**config.mk**
```make
export PLATFORM = sky130hd
export DESIGN_NAME = fifo_wr_arbiter
export DESIGN_NICKNAME = d
export VERILOG_FILES = /design/src/rtl/fifo_wr_arbiter.sv
export SDC_FILE = /design/constraint.sdc
export NUM_CORES = 1
export LEC_CHECK = 0
export CORE_UTILIZATION = 36
export CTS_CLUSTER_DIAMETER = 80
export CTS_CLUSTER_SIZE = 10
export DETAILED_ROUTE_END_ITERATION = 10
export PLACE_DENSITY_LB_ADDON = 0.08
export SYNTH_ARGS = -nofsm -noshare
export SYNTH_HDL_FRONTEND = slang
export SYNTH_SLANG_ARGS = --single-unit
```
**constraint.sdc**
```tcl
create_clock -name clk -period 2.7 [get_ports clk]
set_input_delay 0.54 -clock clk [delete_from_list [all_inputs] [get_ports clk]]
set_output_delay 0.54 -clock clk [all_outputs]
set_load 0.02 [all_outputs]
```
**src/rtl/fifo_wr_arbiter.sv**
```systemverilog
// fifo_wr_arbiter: round-robin, burst-locking arbiter for the single FIFO write port.
// Define FIFO_WR_ARB_STATS_EN to add per-producer beat counters and a stall counter.
module fifo_wr_arbiter #(
  parameter int NUM_REQ    = 4,
  parameter int FIFO_WIDTH = 16,
  parameter int MAX_BURST  = 4
) (
  input  logic                          clk,
  input  logic                          rst_n,
  input  logic [NUM_REQ-1:0]            req,
  input  logic [NUM_REQ*FIFO_WIDTH-1:0] req_data,
  output logic [NUM_REQ-1:0]            gnt,
  output logic                          wr_en,
  output logic [FIFO_WIDTH-1:0]         data_in,
  input  logic                          full,
  input  logic                          almostfull,
  input  logic                          overflow,
  output logic [$clog2(NUM_REQ)-1:0]    owner,
`ifdef FIFO_WR_ARB_STATS_EN
  output logic [NUM_REQ*32-1:0]         beat_cnt,
  output logic [31:0]                   stall_cnt,
`endif
  output logic                          err
);

  localparam int IDX_W = $clog2(NUM_REQ);
  localparam int CNT_W = $clog2(MAX_BURST + 1);
  localparam logic [CNT_W-1:0] BURST_MAX = CNT_W'(MAX_BURST);
  localparam logic [IDX_W-1:0] LAST_IDX  = IDX_W'(NUM_REQ - 1);

  // state    | meaning
  // ST_IDLE  | no owner; arbitrate from r_rr_ptr
  // ST_BURST | r_owner holds the port; r_cnt beats granted so far
  typedef enum logic {ST_IDLE, ST_BURST} state_t;

  state_t                r_state, w_state_nxt;
  logic [IDX_W-1:0]      r_owner, w_owner_nxt;
  logic [IDX_W-1:0]      r_rr_ptr, w_ptr_nxt;
  logic [CNT_W-1:0]      r_cnt, w_cnt_nxt;
  logic                  r_wr_en, r_wr_en_d;
  logic [FIFO_WIDTH-1:0] r_data_in;
  logic                  r_err;

  logic                  w_can_write;
  logic [IDX_W-1:0]      w_search_ptr, w_scan, w_sel_idx, w_gidx;
  logic                  w_sel_found, w_arb;
  logic [NUM_REQ-1:0]    w_gnt;
  logic                  w_beat;
  logic [FIFO_WIDTH-1:0] w_gnt_data;

  function automatic logic [IDX_W-1:0] wrap_inc(input logic [IDX_W-1:0] v);
    if (v == LAST_IDX) wrap_inc = '0;
    else               wrap_inc = v + 1'b1;
  endfunction

  // almostfull with a write already in flight means the FIFO may be full next cycle
  assign w_can_write  = rst_n && !full && !(almostfull && r_wr_en);
  assign w_search_ptr = (r_state == ST_BURST) ? wrap_inc(r_owner) : r_rr_ptr;

  always_comb begin
    w_sel_found = 1'b0;
    w_sel_idx   = '0;
    w_scan      = w_search_ptr;
    for (int k = 0; k < NUM_REQ; k++) begin
      if (!w_sel_found && req[w_scan]) begin
        w_sel_found = 1'b1;
        w_sel_idx   = w_scan;
      end
      w_scan = wrap_inc(w_scan);
    end
  end

  always_comb begin
    w_state_nxt = r_state;
    w_owner_nxt = r_owner;
    w_ptr_nxt   = r_rr_ptr;
    w_cnt_nxt   = r_cnt;
    w_gnt       = '0;
    w_gidx      = r_owner;
    w_arb       = 1'b0;
    case (r_state)
      ST_IDLE: w_arb = 1'b1;
      ST_BURST: begin
        if (!req[r_owner]) begin
          w_arb       = 1'b1;
          w_ptr_nxt   = wrap_inc(r_owner);
          w_state_nxt = ST_IDLE;
        end else if (w_can_write) begin
          if (r_cnt < BURST_MAX) begin
            w_gnt[r_owner] = 1'b1;
            w_cnt_nxt      = r_cnt + 1'b1;
          end else begin
            w_arb       = 1'b1;
            w_ptr_nxt   = wrap_inc(r_owner);
            w_state_nxt = ST_IDLE;
          end
        end
      end
      default: w_state_nxt = ST_IDLE;
    endcase
    // same-cycle re-arbitration keeps back-to-back bursts bubble-free
    if (w_arb && w_sel_found && w_can_write) begin
      w_gnt[w_sel_idx] = 1'b1;
      w_gidx           = w_sel_idx;
      w_state_nxt      = ST_BURST;
      w_owner_nxt      = w_sel_idx;
      w_cnt_nxt        = CNT_W'(1);
    end
  end

  assign w_beat     = |(w_gnt & req);
  assign w_gnt_data = req_data[w_gidx*FIFO_WIDTH +: FIFO_WIDTH];

  always_ff @(posedge clk or negedge rst_n) begin
    if (!rst_n) begin
      r_state   <= ST_IDLE;
      r_owner   <= '0;
      r_rr_ptr  <= '0;
      r_cnt     <= '0;
      r_wr_en   <= 1'b0;
      r_wr_en_d <= 1'b0;
      r_data_in <= '0;
      r_err     <= 1'b0;
    end else begin
      r_state   <= w_state_nxt;
      r_owner   <= w_owner_nxt;
      r_rr_ptr  <= w_ptr_nxt;
      r_cnt     <= w_cnt_nxt;
      r_wr_en   <= w_beat;
      r_wr_en_d <= r_wr_en;
      if (w_beat) r_data_in <= w_gnt_data;
      if (overflow && r_wr_en_d) r_err <= 1'b1;
    end
  end

  assign gnt     = w_gnt;
  assign wr_en   = r_wr_en;
  assign data_in = r_data_in;
  assign owner   = r_owner;
  assign err     = r_err;

`ifdef FIFO_WR_ARB_STATS_EN
  logic [NUM_REQ*32-1:0] r_beat_cnt;
  logic [31:0]           r_stall_cnt;

  always_ff @(posedge clk or negedge rst_n) begin
    if (!rst_n) begin
      r_beat_cnt  <= '0;
      r_stall_cnt <= '0;
    end else begin
      for (int i = 0; i < NUM_REQ; i++) begin
        if (w_gnt[i] && req[i]) r_beat_cnt[i*32 +: 32] <= r_beat_cnt[i*32 +: 32] + 32'd1;
      end
      if ((|req) && (w_gnt == '0)) r_stall_cnt <= r_stall_cnt + 32'd1;
    end
  end

  assign beat_cnt  = r_beat_cnt;
  assign stall_cnt = r_stall_cnt;
`endif

endmodule
```
==> impl_metrics.toml <==
[run_status]
status = "complete, but fails checks"
violations = "negative setup slack"

[layout]
n_fill_cell = 384
multiInputGateArea_um2 = 1190
fin_cells = 326
seqCellArea_um2 = 678
nets = 338
area_growth_pct = 76.3
drive_above_1_share_pct = 37.5
antenna_cells = 0

[clock_network]
cts_hold_buf = 0
cts_max_level = 1
cts.path.max_buffers = 2
clkSinkCount = 27
tritoncts = "built"
numCtsBuffers = 3
cts.clk_slew.worst_paths_ns = 0.10
insertion_delay_ns = 0.28
cts-root-buf = "clkbuf_8"

[timing]
max_freq_ghz = 0.368
slew_violations = 0
fin_ws_ns = -0.0183
skew_ns = 0.00713
worstMarginPinSlew_ns = 0.517
fin_tns_setup_ns = -0.0387
whs_ns = 0.407
period_share_pct = 101
rsz0062_at_grt = "true"
period_needed_ns = 2.72
hold_violations = 0
slew_headroom_pct = 65.2
setup_viol = 3

[synth]
syn_area_per_cell_um2 = 13.7
yosys.area.top_type_share_pct = 36.6
synth.distinct_cells = 41
synth_ff_type = "dfrtp_1"
synthTopCellsByArea = "dfrtp_1 37%, mux4_2 11%, mux4_1 10%"
syn_nets = 213
ys_seq_area_share_pct = 36.6
syn_inst = 135
synthArstFlopShare_pct = 100
ys_ff_latch = 27
netlist_area_um2 = 1850
yosysWarnings = 0
synth_edf_count = 0
yosysTopAreaCell = "dfrtp_1"

[power]
seqPwrFrac_pct = 22.4
p_leak_nw = 1.35
power_density_nw_per_um2 = 1010
p_switching_mw = 1.21
p_int_mw = 2.06
switching_share_pct = 37.0
max-vdd-ir-drop_mv = 0.534
combPwrFrac_pct = 70.3
p_clk_share_pct = 7.3

[placed_design]
port_buffers = 96
gp_congestion = 0.970
numPlacedInstances = 317
preCtsSetupSlack_ns = -0.555
dp_hpwl_um = 4030

[die]
initial_core_util_pct = 38.3
die_x_um = 73.6
die_h_um = 73.6
io_pins = 97
die-area_um2 = 5420
design.core.area_um2 = 4820
row_count = 25

[setup_path]
cp.required_ns = 2.86
startpoint_type = "flip-flop"
cp.arrival_ns = 2.88
crit_fanout = 7
path_class = "reg2reg"
end_kind = "flip-flop"

[global_routing]
grt_max_degree = 28
grt_pass1_vias = 1745
antenna_found_initial = 0
gr-total-overflow = 0
grt_usage_pct = 19.4
grt_first_pass_wirelength_um = 7890

[drt]
via_per_inst = 5.15
top_layer_used = "met4"
drt_wl_total_um = 5280
remaining_drc_errors = 0
drt_iter0_markers = 42
firstDrtPassIters = 4
wl_met2_um = 2700
vias = 1679
ant_nets = 0
wire_per_inst_um = 16.2
met3_length_um = 373
wl_met1_um = 2170

[hold_path]
hp-class = "reg2reg"

[job]
drv_cap = 0
## Yosys cell counts, drive strengths merged, types with 2 or more instances
cell type / count
nor2: 6
or2b: 2
or3b: 2
mux2: 20
nand2: 9
mux4: 16
a22o: 2
o31ai: 2
ha: 5
nor2b: 2
buf: 5
inv: 4
nand4: 2
mux2i: 4
a22oi: 3
o21ai: 5
or2: 2
a21oi: 3
dfrtp: 27
and3: 2
## final timing paths
kind	slack, ns	end	from	cells past startpoint
worst max register to register	-0.02	data_in[13]$_DFFE_PN0P_	owner[0]$_DFF_PN0_	10
worst min-delay path	0.41	r_wr_en_d$_DFF_PN0_	wr_en$_DFF_PN0_	0
min in group asynchronous	0.67	err$_DFFE_PN0P_	rst_n	2
worst min register to register	0.41	r_wr_en_d$_DFF_PN0_	wr_en$_DFF_PN0_	0
worst max-delay path	-0.02	data_in[13]$_DFFE_PN0P_	owner[0]$_DFF_PN0_	10
max in group asynchronous	1.74	owner[0]$_DFF_PN0_	rst_n	2
## what timing repair did
action / in CTS / in global routing
cloned: 1 / 0
gates resized for setup: 32 / 25
buffers inserted: 4 / 2
pin swaps: 6 / 3
endpoints found under the setup margin: 20 / 20
endpoints found under the hold margin: 0 / 0
## metrics by stage
stage	cell area [um^2]	power, mW	util, %
CTS	3230	3.21	67.0
global route	3250	3.47	67.5
global placement	3120	2.78	64.7
detailed placement	3120	2.82	64.7
floorplan	1890	2.00	-
finish	3250	3.27	67.5
## metal layers
layer	vias up	GRT usage, %
met4	0	3.42
li1	764	-
met3	9	4.39
met2	82	35.3
met5	-	0
met1	824	23.5
## cells by family after synthesis
kind of cell | share of synthesized area [%]
buffers and inverters | 4.13
xor gates and xnor gates | 0.475
adders and majority gates | 3.39
muxes | 37.4
AOI/OAI and AO/OA | 7.86
and+or+nand+nor | 10.2
DFF | 36.6
## cell type report
type                    instances  area share (%)
inverters                       4           0.462
repair buffers                126            38.2
clock inverters                 1           0.231
clock buffers                   3            1.27
multi-input cells              98            36.5
well taps                      67            2.58
flip-flops and latches         27            20.8
## layout by cell type, fill, tap and decap left out, drive strengths merged, types with 2 or more instances in the layout
cell,n
dfrtp,27
or3b,2
clkdlybuf4s50,88
a21oi,3
a22o,2
nand4,2
a22oi,3
o31ai,2
inv,4
nor2,6
or2b,2
mux2i,4
dlygate4sd2,4
nor2b,2
nand2,9
ha,5
clkbuf,3
buf,34
o21ai,5
or2,2
mux4,16
mux2,20
and3,2
## worst max-delay path, cell delays in order, from the launching register on
cell and delay [ns]:
dfrtp_2 0.45, buf_6 0.15, mux2_4 0.31, o2bb2ai_4 0.16, or2_4 0.25, buf_4 0.15
o31ai_4 0.29, buf_6 0.16, buf_12 0.12, mux4_2 0.30, mux2_4 0.27
## power groups by stage
stage / Combinational, mW / Sequential (mW) / Clock [mW]
floorplan: 1.10 / 0.902 / 0
CTS: 2.23 / 0.734 / 0.249
global route: 2.45 / 0.762 / 0.260
finish: 2.30 / 0.734 / 0.238
global placement: 2.05 / 0.731 / 0
detailed placement: 2.09 / 0.739 / 0
## sequential cells by signal, summed over array words and instances, names as in the netlist
| name | flops |
|---|---|
| r_cnt | 3 |
| wr_en | 1 |
| r_state | 1 |
| owner | 2 |
| data_in | 16 |
| r_wr_en_d | 1 |
| r_rr_ptr | 2 |
| err | 1 |
No activity file was read; power rests on OpenSTA's default activity.
